$ cat config.mk
export PLATFORM = sky130hd
export DESIGN_NAME = row_stream_converter
export DESIGN_NICKNAME = d
export VERILOG_FILES = /design/src/rtl/row_conv_pkg.sv /design/src/rtl/row_stream_converter_bank.sv /design/src/rtl/row_stream_converter.sv
export SDC_FILE = /design/constraint.sdc
export NUM_CORES = 2
export LEC_CHECK = 0
export CAP_MARGIN = 20
export CORE_MARGIN = 3
export CORE_UTILIZATION = 45
export CTS_CLUSTER_SIZE = 40
export DETAILED_ROUTE_END_ITERATION = 10
export PLACE_DENSITY = 0.68
export RECOVER_POWER = 50
export SYNTH_ARGS = -nofsm -noshare
export SYNTH_HDL_FRONTEND = slang
export SYNTH_HIERARCHICAL = 1
export SYNTH_SLANG_ARGS = --single-unit
export TNS_END_PERCENT = 20
$ cat constraint.sdc
create_clock -name clk -period 35.9 [get_ports clk]
set_input_delay 5.385 -clock clk [delete_from_list [all_inputs] [get_ports clk]]
set_output_delay 5.385 -clock clk [all_outputs]
set_load 0.02 [all_outputs]
$ cat src/rtl/row_conv_pkg.sv
// row_conv_pkg: shared bank/drain state types and length helper for the row stream converter
package row_conv_pkg;

    typedef enum logic [1:0] {EMPTY, FILL, FULL, DRAIN} bank_state_t;
    typedef enum logic {IDLE, STREAM} drain_state_t;

    function automatic int eff_len(input int len, input int num_elems);
        return (len == 0) ? num_elems : len;
    endfunction

endpackage

$ cat src/rtl/row_stream_converter_bank.sv
// row_bank: one tile of row storage with latched length and a combinational (optionally skewed) column read
module row_bank
    import row_conv_pkg::*;
#(
    parameter int BUS_WIDTH_BYTES = 32,
    parameter int DATA_WIDTH_BYTES = 1,
    parameter int ARRAY_HEIGHT = 4,
    parameter int SKEW_EN = 0,
    localparam int ELEM_W = DATA_WIDTH_BYTES * 8,
    localparam int NUM_ELEMS = BUS_WIDTH_BYTES / DATA_WIDTH_BYTES,
    localparam int LEN_W = $clog2(NUM_ELEMS),
    localparam int TW = $clog2(NUM_ELEMS + ARRAY_HEIGHT),
    localparam int FW = ARRAY_HEIGHT > 1 ? $clog2(ARRAY_HEIGHT) : 1
) (
    input  logic                           clk,
    input  logic                           we_i,
    input  logic [FW-1:0]                  row_i,
    input  logic [BUS_WIDTH_BYTES*8-1:0]   data_i,
    input  logic                           len_we_i,
    input  logic [LEN_W-1:0]               len_i,
    input  logic [TW-1:0]                  t_i,
    output logic [ARRAY_HEIGHT*ELEM_W-1:0] data_o,
    output logic [ARRAY_HEIGHT-1:0]        lane_valid_o,
    output logic [TW-1:0]                  tmax_o
);
    logic [NUM_ELEMS-1:0][ELEM_W-1:0] mem_q [ARRAY_HEIGHT];
    logic [LEN_W-1:0]                 len_q;
    int                               len_l;

    always_ff @(posedge clk) begin
        if (we_i) mem_q[row_i] <= data_i;
        if (len_we_i) len_q <= len_i;
    end

    assign len_l  = eff_len(int'(len_q), NUM_ELEMS);
    assign tmax_o = TW'(len_l - 1 + (SKEW_EN != 0 ? ARRAY_HEIGHT - 1 : 0));

    // Lane j sees element t-j under skew, so the diagonal wavefront enters the array directly.
    for (genvar j = 0; j < ARRAY_HEIGHT; j++) begin : g_lane
        int k;
        assign k = int'(t_i) - (SKEW_EN != 0 ? j : 0);
        assign lane_valid_o[j] = k >= 0 && k < len_l;
        assign data_o[j*ELEM_W +: ELEM_W] = lane_valid_o[j] ? mem_q[j][LEN_W'(k)] : '0;
    end

endmodule

$ cat src/rtl/row_stream_converter.sv
// row_stream_converter: ping-pong row buffer streaming tiles column by column with ready/valid on both sides
module row_stream_converter
    import row_conv_pkg::*;
#(
    parameter int BUS_WIDTH_BYTES = 32,
    parameter int DATA_WIDTH_BYTES = 1,
    parameter int ARRAY_HEIGHT = 4,
    parameter int SKEW_EN = 0,
    localparam int ELEM_W = DATA_WIDTH_BYTES * 8,
    localparam int NUM_ELEMS = BUS_WIDTH_BYTES / DATA_WIDTH_BYTES,
    localparam int LEN_W = $clog2(NUM_ELEMS)
) (
    input  logic                           clk,
    input  logic                           reset,
    input  logic                           in_valid_i,
    output logic                           in_ready_o,
    input  logic [BUS_WIDTH_BYTES*8-1:0]   data_i,
    input  logic [LEN_W-1:0]               len_i,
    output logic [ARRAY_HEIGHT*ELEM_W-1:0] data_o,
    output logic [ARRAY_HEIGHT-1:0]        lane_valid_o,
    output logic                           valid_o,
    input  logic                           ready_i,
    output logic                           last_o
);
    localparam int TW = $clog2(NUM_ELEMS + ARRAY_HEIGHT);
    localparam int FW = ARRAY_HEIGHT > 1 ? $clog2(ARRAY_HEIGHT) : 1;

    if (BUS_WIDTH_BYTES % DATA_WIDTH_BYTES != 0 || ARRAY_HEIGHT < 1) begin : g_param_check
        $error("row_stream_converter: invalid BUS_WIDTH_BYTES/DATA_WIDTH_BYTES/ARRAY_HEIGHT");
    end

    bank_state_t                   st_q [2];
    bank_state_t                   st_d [2];
    drain_state_t                  ds_q, ds_d;
    logic                          fp_q, fp_d, dp_q, dp_d;
    logic [FW-1:0]                 fc_q, fc_d;
    logic [TW-1:0]                 t_q, t_d;
    logic                          rdy_q, rdy_d;
    logic [ARRAY_HEIGHT*ELEM_W-1:0] data_q, data_d;
    logic [ARRAY_HEIGHT-1:0]       lv_q, lv_d;
    logic                          valid_q, valid_d, last_q, last_d;
    logic [ARRAY_HEIGHT*ELEM_W-1:0] bdata [2];
    logic [ARRAY_HEIGHT-1:0]       blv [2];
    logic [TW-1:0]                 btmax [2];
    logic                          wr, acc, last_row, load, sel;

    assign wr       = in_valid_i & rdy_q;
    assign acc      = valid_q & ready_i;
    assign last_row = fc_q == FW'(ARRAY_HEIGHT - 1);

    for (genvar b = 0; b < 2; b++) begin : g_bank
        row_bank #(
            .BUS_WIDTH_BYTES (BUS_WIDTH_BYTES),
            .DATA_WIDTH_BYTES(DATA_WIDTH_BYTES),
            .ARRAY_HEIGHT    (ARRAY_HEIGHT),
            .SKEW_EN         (SKEW_EN)
        ) u_bank (
            .clk         (clk),
            .we_i        (wr && fp_q == 1'(b)),
            .row_i       (fc_q),
            .data_i      (data_i),
            .len_we_i    (wr && fp_q == 1'(b) && fc_q == '0),
            .len_i       (len_i),
            .t_i         (t_d),
            .data_o      (bdata[b]),
            .lane_valid_o(blv[b]),
            .tmax_o      (btmax[b])
        );
    end

    always_comb begin
        st_d    = st_q;
        ds_d    = ds_q;
        fp_d    = fp_q;
        dp_d    = dp_q;
        fc_d    = fc_q;
        t_d     = t_q;
        data_d  = data_q;
        lv_d    = lv_q;
        valid_d = valid_q;
        last_d  = last_q;
        load    = 1'b0;
        sel     = dp_q;
        if (wr) begin
            fc_d       = last_row ? '0 : fc_q + 1'b1;
            st_d[fp_q] = last_row ? FULL : FILL;
            fp_d       = last_row ? ~fp_q : fp_q;
        end
        if (ds_q == IDLE) begin
            if (st_q[dp_q] == FULL) begin
                ds_d       = STREAM;
                st_d[dp_q] = DRAIN;
                t_d        = '0;
                load       = 1'b1;
            end
        end else if (acc) begin
            if (last_q) begin
                st_d[dp_q] = EMPTY;
                dp_d       = ~dp_q;
                t_d        = '0;
                // Chain straight into the other bank when it is ready so tiles stream without a bubble.
                if (st_q[~dp_q] == FULL) begin
                    st_d[~dp_q] = DRAIN;
                    load        = 1'b1;
                    sel         = ~dp_q;
                end else begin
                    ds_d    = IDLE;
                    data_d  = '0;
                    lv_d    = '0;
                    valid_d = 1'b0;
                    last_d  = 1'b0;
                end
            end else begin
                t_d  = t_q + 1'b1;
                load = 1'b1;
            end
        end
        if (load) begin
            data_d  = bdata[sel];
            lv_d    = blv[sel];
            valid_d = 1'b1;
            last_d  = t_d == btmax[sel];
        end
        rdy_d = st_d[fp_d] inside {EMPTY, FILL};
    end

    always_ff @(posedge clk) begin
        if (reset) begin
            st_q    <= '{EMPTY, EMPTY};
            ds_q    <= IDLE;
            fp_q    <= 1'b0;
            dp_q    <= 1'b0;
            fc_q    <= '0;
            t_q     <= '0;
            rdy_q   <= 1'b0;
            data_q  <= '0;
            lv_q    <= '0;
            valid_q <= 1'b0;
            last_q  <= 1'b0;
        end else begin
            st_q    <= st_d;
            ds_q    <= ds_d;
            fp_q    <= fp_d;
            dp_q    <= dp_d;
            fc_q    <= fc_d;
            t_q     <= t_d;
            rdy_q   <= rdy_d;
            data_q  <= data_d;
            lv_q    <= lv_d;
            valid_q <= valid_d;
            last_q  <= last_d;
        end
    end

    assign in_ready_o   = rdy_q;
    assign data_o       = data_q;
    assign lane_valid_o = lv_q;
    assign valid_o      = valid_q;
    assign last_o       = last_q;

endmodule

==> qor.log <==
INFO  outcome        run_status=complete, but fails checks
INFO  outcome        violations_in_the_final_reports=max-capacitance violations, max-slew violations
INFO  sta            period_minus_slack=11410ps
INFO  worst_setup_path worst-endpoint-required=36490ps
INFO  global_route   grt_usage=24.66%
INFO  logic_synthesis synth_sequential_area_ratio=75.84%
INFO  clock_tree     post-cts-setup-buffer-count=0
INFO  sta            finalHoldWorstSlack=552.8ps
INFO  placement      pre_cts_ws=23840ps
INFO  finish         layout-drive-gt1-share=8.249%
INFO  clock_tree     cts.hold.buffers_added=0
INFO  sta            grt_setup_unrepaired=no
INFO  logic_synthesis synth_largest_area_cell=edfxtp_1
INFO  route          num_vias=45430
INFO  logic_synthesis yosysWarningCount=6
INFO  worst_setup_path regToRegStartpoint=dp_q
INFO  hold_path      worst_hold_path_type=reg -> reg
INFO  clock_tree     cts-buffers-inserted=203
INFO  die            dieArea=189400um2
INFO  placement      port_buffers=303
INFO  logic_synthesis syn-cell-area=82910um2
INFO  route          routed_wl=239600um
INFO  sta            maxClockFrequency=87.65MHz
INFO  sta            finalMaxSlewViolations=103
INFO  sta            post-route-worst-setup-slack=24490ps
INFO  clock_tree     cts_resized=0
INFO  die            row_count=156
INFO  worst_setup_path worst-endpoint-arrival=12000ps
INFO  logic_synthesis count_of_flip_flops_with_a_built_in_enable_after_synthesis=2058
INFO  die            die_height=435.2um
INFO  sta            finalHoldViolations=0
INFO  sta            finalClockSkew=55.88ps
INFO  die            number_of_placed_i_o_pins=304
INFO  route          antenna_violating_nets_post_route=0
INFO  worst_setup_path crit_path_start_kind=input pin
INFO  worst_setup_path max_stage_delay=930ps
INFO  logic_synthesis synthesis.area_per_instance=18.03um2
INFO  finish         filler_cells_inserted=14420
INFO  logic_synthesis synth.top_cell.area_share=74.54%
INFO  worst_setup_path regToRegEndpoint=data_o[10]
INFO  route          drc=0
INFO  worst_setup_path register_to_register_setup_slack=28650ps
INFO  clock_tree     clock_insertion_delay_worst_skew=870ps
INFO  global_route   grt_overflow_total=0
INFO  sta            worstMarginPinSlew=3915ps
INFO  clock_tree     clock_tree.root_cell=clkbuf_16
INFO  clock_tree     cts_max_path_buffers=3
INFO  logic_synthesis fraction_of_synthesis_flops_using_an_asynchronous_set_or_reset_pin=0%
INFO  finish         nNetsFinal=5173
INFO  route          viasPerCell=6.010
INFO  sta            fin_setup_tns=0ps
INFO  clock_tree     cts_htree_levels=4
INFO  worst_setup_path timing.critical_path.from=ready_i
INFO  logic_synthesis yosys_reg_bits=2112
INFO  power_and_ir_drop ir_drop=0.00004163V
INFO  die            floorplan.die.width=435.2um
INFO  worst_setup_path cp_max_delay_cell=buf_4
INFO  finish         syn2layout_area_growth=14.46%
INFO  worst_setup_path cp_cell_sequence=clkdlybuf4s50_1, nand3_4, o32ai_4, buf_4, buf_4, buf_4, buf_4, buf_12, mux2i_1, a22oi_1, nand3_1, nand4_1, mux2i_1, a2bb2oi_1, nor2_1
INFO  global_route   antenna_found_initial=117
INFO  worst_setup_path cpMostUsedCell=buf_4
INFO  route          wl_per_cell=31.70um
INFO  global_route   grt_pass1_vias=42880
INFO  placement      place.detailed.hpwl=153600um
INFO  logic_synthesis yosys-top-cells-area=edfxtp_1 (75%), mux2i_1 (12%), a22oi_1 (4.5%)
INFO  logic_synthesis synth-main-ff-cell=edfxtp_1
INFO  route          detailed_router_s_first_iteration_violation_count=5539
INFO  worst_setup_path r2r.worst_path.cells=15
INFO  clock_tree     clkTransAtPathRegs=60ps
INFO  global_route   grt_max_degree=148
INFO  logic_synthesis post_synth_inst_count=4599
INFO  die            initial_util=45.58%
INFO  sta            slew_headroom=-161.0%
INFO  finish         finalCoreUtilization=52.17%
INFO  sta            finalSetupViolCount=0
INFO  logic_synthesis post_synth_num_cell_types=68
INFO  logic_synthesis syn_nets=4879
INFO  power_and_ir_drop power_density=58.28nW/um2
INFO  clock_tree     tritoncts=done
INFO  run            maxCapViolations=2
INFO  global_route   grt_first_pass_wirelength=332800um
INFO  worst_setup_path critPathKind=in -> reg
INFO  power_and_ir_drop leakagePower=28.25nW
INFO  sta            final_period_util=31.78%
INFO  die            core-area=181900um2
INFO  route          drt-pass1-iter-count=5
INFO  finish         layout_commonest_cell=edfxtp_1
INFO  worst_setup_path endpoint=data_o[10]
INFO  clock_tree     numClockSinks=2112
INFO  worst_setup_path critPathMaxFanout=107
INFO  finish         final_cell_mix=edfxtp_1 (2058), mux2i_1 (1034), a22oi_1 (501), dlygate4sd3_1 (262), nand3_1 (259)
INFO  placement      gp_congestion=0.8940
INFO  worst_setup_path end_kind=flip-flop
## cells by family after synthesis
group / Yosys count / synth area share, %
compound gates: 617 / 5.564
xor+xnor: 13 / 0.1373
fa+ha+maj: 15 / 0.2264
buf+inv: 308 / 2.218
flops: 2112 / 75.84
mux: 1054 / 12.95
other cells: 2 / 0.009058
simple gates: 478 / 3.056
## metal layers
metal / vias to the layer above / track usage (%) / part of all wire, %
met4: 10 / 12.89 / 5.6
met1: 23320 / 32.32 / 38
met3: 515 / 5.466 / 8.7
li1: 19250 / - / -
met2: 2325 / 38.69 / 47
met5: - / 0 / 0.029
## state kept, by name, indices dropped and copies added (netlist names), 2 cells and up
register	flops
g_bank.u_bank/len_q	10
t_q	6
st_q	4
lane_valid_o	4
data_o	32
g_bank.u_bank/mem_q	2048
fc_q	2
## stage by stage
| step | cells | power, mW | cell area (um2) |
|---|---|---|---|
| 2_1_floorplan | 4599 | 3.167 | 82910 |
| 3_3_place_gp | 7137 | 3.452 | 88150 |
| 3_5_place_dp | 7137 | 3.460 | 88150 |
| 4_1_cts | 7516 | 5.546 | 94800 |
| 5_1_grt | 7541 | 5.674 | 94850 |
| 6_report | 7558 | 5.530 | 94900 |
## worst min path at each step
stage / to / slack [ps] / cells after the start / startpoint
floorplan: fp_q / 530 / 2 / fp_q
global placement: fc_q[1] / 510 / 2 / in_ready_o
detailed placement: fc_q[1] / 530 / 2 / in_ready_o
CTS: fc_q[1] / 550 / 2 / in_ready_o
global route: data_o[0] / 600 / 2 / data_o[0]
finish: fc_q[1] / 550 / 2 / in_ready_o
## worst max-delay path, delay by kind of cell
kind                   cells  cell delay [ps]
muxes                      2              430
AOI/OAI and AO/OA          3              530
and+or+nand+nor            4              660
buffers and inverters      6             4660
## synth_stat cells (all sizes together) (6+ instances only)
master / number
nor4bb: 6
o311ai: 6
nor2b: 13
nor4b: 6
xor2: 7
a22oi: 501
nand3: 260
buf: 182
mux2: 6
mux2i: 1034
edfxtp: 2058
inv: 21
clkbuf: 105
nand2: 24
nor2: 69
nand4: 64
a2bb2oi: 36
a21oi: 22
ha: 15
mux4: 14
o21ai: 23
nor3: 6
dfxtp: 54
xnor2: 6
and2: 6
## final cells by class
class                      count  area (um2)  share of cell area (%)
tap                         2449        3064                   3.229
clock buffer                 287        5618                   5.920
inverter                      21       78.83                 0.08307
timing repair buffer         376        3697                   3.896
clock inverter                92        1030                   1.085
antenna                       42       105.1                  0.1108
sequential                  2112       62880                   66.26
multi-input combinational   2179       18420                   19.41
## report_power, final
part | internal, mW | switching [mW]
Sequential | 2.79 | 0.0394
Clock | 1.19 | 0.922
Combinational | 0.151 | 0.430
(Power assumes the default switching activity.)
